$ cat config.mk
export PLATFORM = sky130hd
export DESIGN_NAME = uart_rx_ctrl
export DESIGN_NICKNAME = d
export VERILOG_FILES = /design/src/rtl/uart_ctrl_pkg.sv /design/src/rtl/uart_rx_fifo.sv /design/src/rtl/uart_rx_ctrl.sv
export SDC_FILE = /design/constraint.sdc
export NUM_CORES = 1
export LEC_CHECK = 0
export CAP_MARGIN = 20
export CORE_UTILIZATION = 55
export CTS_CLUSTER_DIAMETER = 30
export CTS_CLUSTER_SIZE = 25
export DETAILED_ROUTE_END_ITERATION = 12
export PLACE_DENSITY = 0.8
export REMOVE_ABC_BUFFERS = 1
export SETUP_SLACK_MARGIN = 0.15
export SLEW_MARGIN = 30
export SYNTH_ARGS = -nofsm -noshare
export SYNTH_HDL_FRONTEND = slang
export SYNTH_SLANG_ARGS = --single-unit
$ cat constraint.sdc
create_clock -name i_clk -period 3.2 [get_ports i_clk]
set_input_delay 0.32 -clock i_clk [delete_from_list [all_inputs] [get_ports i_clk]]
set_output_delay 0.32 -clock i_clk [all_outputs]
set_load 0.02 [all_outputs]
$ cat src/rtl/uart_ctrl_pkg.sv
// Shared types and constants for the UART receive-side controller.
package uart_ctrl_pkg;

  localparam int UART_QBITS_PER_BIT = 4;

  typedef enum logic [2:0] {
    DISABLED = 3'd0,
    ARM      = 3'd1,
    WAIT     = 3'd2,
    CAPTURE  = 3'd3,
    CLEAR    = 3'd4
  } rx_ctrl_state_t;

  typedef struct packed {
    logic       ferr;
    logic [7:0] data;
  } rx_entry_t;

endpackage

$ cat src/rtl/uart_rx_fifo.sv
// Show-ahead circular FIFO with separate occupancy count; a push into a full
// FIFO is accepted only when a pop happens in the same cycle.
module uart_rx_fifo #(
  parameter int DEPTH = 4,
  parameter int WIDTH = 9,
  localparam int AW = $clog2(DEPTH),
  localparam int LW = AW + 1
) (
  input  logic             i_clk,
  input  logic             i_reset,
  input  logic             i_push,
  input  logic [WIDTH-1:0] i_wdata,
  input  logic             i_pop,
  output logic [WIDTH-1:0] o_rdata,
  output logic             o_empty,
  output logic             o_full,
  output logic [LW-1:0]    o_level,
  output logic             o_pop_ok
);

  logic [WIDTH-1:0] mem_q [DEPTH];
  logic [WIDTH-1:0] mem_d [DEPTH];
  logic [AW-1:0]    wptr_q, wptr_d;
  logic [AW-1:0]    rptr_q, rptr_d;
  logic [LW-1:0]    count_q, count_d;
  logic             do_push;
  logic             do_pop;

  assign o_empty  = (count_q == LW'(0));
  assign o_full   = (count_q == LW'(DEPTH));
  assign o_level  = count_q;
  assign o_rdata  = mem_q[rptr_q];
  assign do_pop   = i_pop && !o_empty;
  assign do_push  = i_push && (!o_full || do_pop);
  assign o_pop_ok = do_pop;

  // Next storage, pointers and count; DEPTH is a power of two so pointers wrap naturally.
  always_comb begin
    mem_d   = mem_q;
    wptr_d  = wptr_q;
    rptr_d  = rptr_q;
    count_d = count_q;
    if (do_push) begin
      mem_d[wptr_q] = i_wdata;
      wptr_d        = wptr_q + AW'(1);
    end else begin
      wptr_d = wptr_q;
    end
    if (do_pop) begin
      rptr_d = rptr_q + AW'(1);
    end else begin
      rptr_d = rptr_q;
    end
    case ({do_push, do_pop})
      2'b10:   count_d = count_q + LW'(1);
      2'b01:   count_d = count_q - LW'(1);
      default: count_d = count_q;
    endcase
  end

  // FIFO state registers.
  always_ff @(posedge i_clk or posedge i_reset) begin
    if (i_reset) begin
      mem_q   <= '{default: '0};
      wptr_q  <= '0;
      rptr_q  <= '0;
      count_q <= '0;
    end else begin
      mem_q   <= mem_d;
      wptr_q  <= wptr_d;
      rptr_q  <= rptr_d;
      count_q <= count_d;
    end
  end

endmodule

$ cat src/rtl/uart_rx_ctrl.sv
// Receive sequencing controller for uart_rx: quarter-bit tick, re-arm clear,
// byte capture FIFO and sticky overrun. Optional idle timeout: UART_RX_CTRL_TIMEOUT_EN.
module uart_rx_ctrl
  import uart_ctrl_pkg::*;
#(
  parameter int DEPTH = 4,
  parameter int DIV_W = 16
`ifdef UART_RX_CTRL_TIMEOUT_EN
  ,parameter int TMO_TICKS = 10 * UART_QBITS_PER_BIT
`endif
) (
  input  logic                     i_clk,
  input  logic                     i_reset,
  input  logic                     i_enable,
  input  logic [DIV_W-1:0]         i_baud_div,
  output logic                     o_rxclken,
  output logic                     o_rxclear,
  input  logic [7:0]               i_rxdata,
  input  logic                     i_rxerr,
  input  logic                     i_rxdone,
  output logic [7:0]               o_data,
  output logic                     o_ferr,
  output logic                     o_valid,
  input  logic                     i_pop,
  output logic [$clog2(DEPTH):0]   o_level,
  output logic                     o_overrun,
  input  logic                     i_err_clear
`ifdef UART_RX_CTRL_TIMEOUT_EN
  ,output logic                    o_timeout
`endif
);

  rx_ctrl_state_t   state_q, state_d;
  logic             rxclear_q, rxclear_d;
  logic [DIV_W-1:0] cnt_q, cnt_d;
  logic             clken_q, clken_d;
  logic             load_q, load_d;
  logic             overrun_q, overrun_d;
  logic             push;
  logic             fifo_empty;
  logic             fifo_full;
  logic             fifo_pop_ok;
  rx_entry_t        wr_entry;
  rx_entry_t        head;

  assign o_rxclken = clken_q;
  assign o_rxclear = rxclear_q;
  assign o_overrun = overrun_q;
  assign o_valid   = !fifo_empty;
  assign o_data    = head.data;
  assign o_ferr    = head.ferr;
  assign push      = (state_q == CAPTURE) && i_enable;
  assign wr_entry  = '{ferr: i_rxerr, data: i_rxdata};

  // Tick down-counter; load_q makes the first post-reset cycle a reload from i_baud_div.
  always_comb begin
    load_d = 1'b0;
    if (load_q || !i_enable) begin
      cnt_d   = i_baud_div;
      clken_d = 1'b0;
    end else if (cnt_q == {DIV_W{1'b0}}) begin
      cnt_d   = i_baud_div;
      clken_d = 1'b1;
    end else begin
      cnt_d   = cnt_q - DIV_W'(1);
      clken_d = 1'b0;
    end
  end

  // Sequencer next state; clear is derived from the next state so it is aligned with it.
  always_comb begin
    state_d = state_q;
    if (!i_enable) begin
      state_d = DISABLED;
    end else begin
      case (state_q)
        DISABLED: state_d = ARM;
        ARM:      state_d = WAIT;
        WAIT:     state_d = i_rxdone ? CAPTURE : WAIT;
        CAPTURE:  state_d = CLEAR;
        CLEAR:    state_d = WAIT;
        default:  state_d = DISABLED;
      endcase
    end
    case (state_d)
      WAIT:    rxclear_d = 1'b0;
      CAPTURE: rxclear_d = 1'b0;
      default: rxclear_d = 1'b1;
    endcase
  end

  // Sticky overrun: a dropped byte beats a simultaneous clear.
  always_comb begin
    if (push && fifo_full && !fifo_pop_ok) begin
      overrun_d = 1'b1;
    end else if (i_err_clear) begin
      overrun_d = 1'b0;
    end else begin
      overrun_d = overrun_q;
    end
  end

  // Control registers.
  always_ff @(posedge i_clk or posedge i_reset) begin
    if (i_reset) begin
      state_q   <= DISABLED;
      rxclear_q <= 1'b1;
      cnt_q     <= {DIV_W{1'b0}};
      clken_q   <= 1'b0;
      load_q    <= 1'b1;
      overrun_q <= 1'b0;
    end else begin
      state_q   <= state_d;
      rxclear_q <= rxclear_d;
      cnt_q     <= cnt_d;
      clken_q   <= clken_d;
      load_q    <= load_d;
      overrun_q <= overrun_d;
    end
  end

  uart_rx_fifo #(
    .DEPTH (DEPTH),
    .WIDTH ($bits(rx_entry_t))
  ) u_fifo (
    .i_clk    (i_clk),
    .i_reset  (i_reset),
    .i_push   (push),
    .i_wdata  (wr_entry),
    .i_pop    (i_pop),
    .o_rdata  (head),
    .o_empty  (fifo_empty),
    .o_full   (fifo_full),
    .o_level  (o_level),
    .o_pop_ok (fifo_pop_ok)
  );

`ifdef UART_RX_CTRL_TIMEOUT_EN
  localparam int TW = $clog2(TMO_TICKS + 1);
  logic [TW-1:0] tmo_q, tmo_d;

  assign o_timeout = (tmo_q == TW'(TMO_TICKS));

  // Idle timeout counter saturates at TMO_TICKS until FIFO activity.
  always_comb begin
    if (push || fifo_pop_ok || fifo_empty) begin
      tmo_d = '0;
    end else if (clken_q && (tmo_q != TW'(TMO_TICKS))) begin
      tmo_d = tmo_q + TW'(1);
    end else begin
      tmo_d = tmo_q;
    end
  end

  // Timeout counter register.
  always_ff @(posedge i_clk or posedge i_reset) begin
    if (i_reset) begin
      tmo_q <= '0;
    end else begin
      tmo_q <= tmo_d;
    end
  end
`endif

endmodule
* After elaboration in Yosys (flattened, before gate mapping)
Index checks and enable logic that the tools add are counted.
Storage, ports and cells: bits in registers 66, output and inout bits 16, word-level logic and storage cells 68
Operators by class: order comparisons 3, add/subtract/negate cells 5, equality and inequality tests 9, bitwise logic cells 2, muxes and demuxes 17, reductions and logical operators 19
Operators with widths (count):
- 36-bit bitwise mux | 1
- 16-bit 2-to-1 mux | 2
- 9-bit 2-to-1 mux | 3
- 9-bit binary-select mux with 2-bit select | 1
- 9-bit demux with 2-bit select | 1
- 16-bit zero test | 1
- 16-bit by 1-bit subtractor with 16-bit output, second input constant | 1
- 3-bit by 2-bit equality test with 1-bit output, second input constant | 4
- 3-bit one-hot mux with 4 select lines | 1
- 3-bit equality test, second input constant | 2
- 3-bit greater-or-equal comparator, second input constant | 2
- 1-bit logical AND | 6
- 3-bit zero test | 2
- 1-bit 2-to-1 mux | 6
- 2-bit NOT with 3-bit output | 2
- 3-bit one-hot mux with 2 select lines | 1
- 2-bit by 1-bit adder with 2-bit output, second input constant | 2
- 1-bit zero test | 4
- 2-bit nonzero test | 2
- 2-bit OR reduction | 2
- 3-bit by 1-bit adder with 3-bit output, second input constant | 1
- 3-bit by 1-bit equality test with 1-bit output, second input constant | 1
- 3-bit by 1-bit < comparator with 1-bit output, second input constant | 1
- 3-bit 2-to-1 mux | 1
- 4 further kinds | 5

* Logic depth before layout (Yosys ltp)
depth in word-level cells 7, depth in mapped cells 10

* Cells and area by module
A second synthesis with hierarchy kept.
Second synthesis, totals: cells, all modules 227, area, all modules 3244.4 um^2
By module, submodules not included:
- uart_rx_fifo | cells an instance 125, area each 1973.1 um^2, times used 1, seq. area each 1076.0 um^2
- uart_rx_ctrl | cells an instance 102, area each 1271.2 um^2, times used 1, seq. area each 578.1 um^2

* Worst setup path after synthesis
OpenSTA, ideal clock, no wires.
path kind register to register, start point reg u_fifo.count_q[0] (netlist: u_fifo.o_level[0]), end point reg u_fifo.count_q[2] (netlist: u_fifo.o_level[2]), cell stages (with the launch flop) 11, slack 0.772 ns, arrival 2.348 ns, setup time 0.080 ns, path through dfrtp_1 > or4b_1 > nor2b_1 > buf_6 > inv_1 > ha_1 > inv_1 > fa_1 > xor2_1 > nor2_1 > xor2_1
Between the ends: word-level cells in the longest chain between the ends 7
RTL lines:
- start: declaration | RTL line uart_rx_fifo.sv:25 | logic [LW-1:0] count_q, count_d;
- start signal: assignment | RTL line uart_rx_fifo.sv:72 | count_q <= count_d;
- 3-bit zero test | RTL line uart_rx_fifo.sv:29 | assign o_empty = (count_q == LW'(0));
- 1-bit zero test | RTL line uart_rx_fifo.sv:33 | assign do_pop = i_pop && !o_empty;
- 1-bit logical AND | RTL line uart_rx_fifo.sv:33
- 1-bit logical OR | RTL line uart_rx_fifo.sv:34 | assign do_push = i_push && (!o_full || do_pop);
- 1-bit logical AND | RTL line uart_rx_fifo.sv:34
- 2-bit by 1-bit equality test with 1-bit output or 2-bit equality test (tied branches) | RTL line uart_rx_fifo.sv:54 | case ({do_push, do_pop})
- 3-bit one-hot mux with 2 select lines or 2-bit nonzero test (tied branches)
Several ways; a longest one is shown, not always the timed one. A chain may end at the register's enable or synchronous reset.

* Final worst setup path
start point reg u_fifo.rptr_q[0], end point out o_data[3]
Between the ends: word-level cells in the longest chain between the ends 4
RTL lines:
- start: declaration | RTL line uart_rx_fifo.sv:24 | logic [AW-1:0] rptr_q, rptr_d;
- start signal: assignment | RTL line uart_rx_fifo.sv:71 | rptr_q <= rptr_d;
- 2-bit NOT with 3-bit output (not written as such) | RTL line uart_rx_fifo.sv:32 | assign o_rdata = mem_q[rptr_q];
- 9-bit binary-select mux with 2-bit select | RTL line uart_rx_fifo.sv:32
- 9-bit 2-to-1 mux (not written as such) (2 in a row) | RTL line uart_rx_fifo.sv:32
- end: declaration | RTL line uart_rx_ctrl.sv:21 | output logic [7:0] o_data,
Every way passes these cells. The select of a mux whose other input is x is not followed.

==> impl_metrics.yaml <==
outcome:
  outcome: "finished clean"
cells_and_area:
  final_common_cell: "dfrtp_1"
  fillers: 400
  fin_util_pct: 69.6
  nets: 315
  regArea_sq_um: 1650
  multi_input_area_sq_um: 1630
  insertedDiodeCount: 0
  postLayoutCellArea_sq_um: 4120
  layout_common_cells: "dfrtp_1 (64), clkdlybuf4s50_1 (46), mux2_4 (45), inv_1 (12)"
  syn_to_final_growth_pct: 22.3
  drive_above_1_share_pct: 31.3
  finalNonFillerCells: 356
global_routing:
  grt_overflow: 0
  grt_usage_pct: 21.7
  grt_max_degree: 29
  grt_first_pass_wirelength_microns: 10100
  antenna_found_initial: 0
  grt_pass1_vias: 2034
cts:
  clk_pin_slew_worst_paths_ns: 0.07
  cts.repair.resized: 0
  clkSinkCount: 66
  clk_latency_ns: 0.35
  clockBufferDepth: 2
  root_buffer: "clkbuf_8"
  h-tree-depth: 3
  cts_buffers: 9
  holdBufCountCts: 0
  cts_tree: "done"
  post_cts_buffers: 0
place:
  portBuffers: 46
  pre_cts_ws_ns: 0.298
  placed_cell_area_sq_um: 3900
  dp_hpwl_microns: 4170
  gp_congestion: 0.822
  dp_cells: 340
floorplanning:
  fp.dieW_microns: 80.3
  die_area_sq_um: 6440
  initial_core_util_pct: 56.9
  coreArea_sq_um: 5920
  rows: 28
  pin_count: 47
  die_height_microns: 80.3
setup_path:
  criticalPathCategory: "register to output port"
  crit_required_ns: 2.88
  arrival_ns: 2.28
  end_kind: "output port"
  cp-start-kind: "register"
  path_max_fanout: 11
timing:
  max-slew-margin-rel_pct: 35.4
  fin_skew_ns: 0.00618
  layout_setup_ws_ns: 0.600
  fin_setup_tns_ns: 0
  finalCriticalPeriod_ns: 2.60
  worst_slew_pin_slew_ns: 0.965
  setup_viol: 0
  rsz0062_at_grt: "no"
  max_freq_mhz: 385
  holdWs_ns: 0.297
  fin_crit_sh_pct: 81.2
  hold_viol: 0
  slew_violations: 0
synthesis:
  ys_seq_area_share_pct: 49.1
  mappedNetlistArea_sq_um: 3370
  ys_types: 46
  syn_inst: 221
  yosys_warnings: 0
  ys.flop_type: "dfrtp_1"
  synth-seq-cells: 66
  synth-async-reset-ratio_pct: 100
  avgSynthCellArea_sq_um: 15.2
  synth_edf_count: 0
power:
  finalPower_mw: 3.24
  powerDensity_nw_per_um2: 786
  leakage_nw: 1.93
  vdd_drop_max_v: 0.000552
detailed_routing:
  viasPerCell: 5.40
  first_pass_iters: 5
  antenna_left: 0
  drt_iter0_markers: 81
  routed_wl_microns: 6060
  drc: 0
  vias: 1921
  wl_per_cell_microns: 17.0
min_path:
  hold_class: "input pin to async pin"
job:
  drv_cap: 0
## final cells by class
| type | instances | area share [%] |
|---|---|---|
| Sequential cell | 66 | 40.1 |
| Timing Repair Buffer | 48 | 11.5 |
| Tap cell | 75 | 2.28 |
| Clock inverter | 5 | 1.88 |
| Inverter | 13 | 1.18 |
| Clock buffer | 11 | 3.43 |
| Multi-Input combinational cell | 138 | 39.5 |
## metal layers
| layer | GRT usage (%) | vias to the layer above | wire, microns |
|---|---|---|---|
| li1 | - | 900 | - |
| met1 | 28.3 | 973 | 2800 |
| met2 | 34.4 | 39 | 2920 |
| met3 | 6.70 | 9 | 252 |
| met4 | 6.96 | 0 | 92 |
| met5 | 0 | - | 0 |
## synth_stat cells, types with 2 or more instances
master / n / area share [%]
xnor2_1: 10 / 2.6
nand2_8: 4 / 2.4
a21oi_1: 2 / 0.30
mux2_2: 4 / 1.3
nor4_1: 3 / 0.56
xor2_1: 9 / 2.3
mux2i_1: 2 / 0.59
ha_1: 7 / 2.6
dfstp_2: 2 / 1.6
nand2_1: 3 / 0.33
a41oi_1: 2 / 0.52
mux4_2: 9 / 6.0
inv_1: 13 / 1.4
nor3_1: 2 / 0.30
o21ai_0: 3 / 0.45
nor2_1: 3 / 0.33
nor4b_1: 3 / 0.78
mux2_4: 45 / 20
dfrtp_1: 64 / 48
nand4b_1: 2 / 0.52
nor2b_1: 3 / 0.56
nand4_1: 2 / 0.37
## kinds of logic (layout without fill, tap and decap cells)
| family | Yosys count | in the layout | synth area share (%) |
|---|---|---|---|
| and+or+nand+nor | 40 | 40 | 10.1 |
| muxes | 60 | 60 | 28.0 |
| adders and majority gates | 8 | 8 | 3.19 |
| buffers and inverters | 17 | 77 | 2.64 |
| AOI/OAI and AO/OA | 10 | 10 | 1.89 |
| xor gates and xnor gates | 19 | 19 | 4.94 |
| other | 1 | 1 | 0.111 |
| DFF | 66 | 66 | 49.1 |
## critical path, cell delays in order, from the launching register on
cell and delay (ns):
dfrtp_1 0.78, mux4_2 0.60, clkdlybuf4s50_1 0.55
## where the power goes
| part | internal [mW] | switching, mW | total [mW] |
|---|---|---|---|
| clock network | 0.457 | 0.320 | 0.777 |
| registers | 1.10 | 0.238 | 1.34 |
| logic | 0.712 | 0.414 | 1.13 |
| total | 2.27 | 0.972 | 3.24 |
## final timing paths
check	start	end	slack, ns	cells after the start
worst max-delay path	u_fifo.rptr_q[0]	o_data[3]	0.60	2
worst min-delay path	i_reset	o_overrun	0.30	2
worst max register to register	state_q[2]	u_fifo.o_level[2]	0.67	9
worst min register to register	state_q[0]	state_q[0]	0.51	1
max in group asynchronous	i_reset	u_fifo.mem_q[4]	2.17	3
min in group i_clk	state_q[0]	state_q[0]	0.51	1
## state kept, by name, indices dropped and copies added (netlist names), 2 cells and up
name and flops:
cnt_q 16, state_q 3, u_fifo.mem_q 36, u_fifo.o_level 3, u_fifo.rptr_q 2, u_fifo.wptr_q 2
Power figures use the tool's default switching activity.
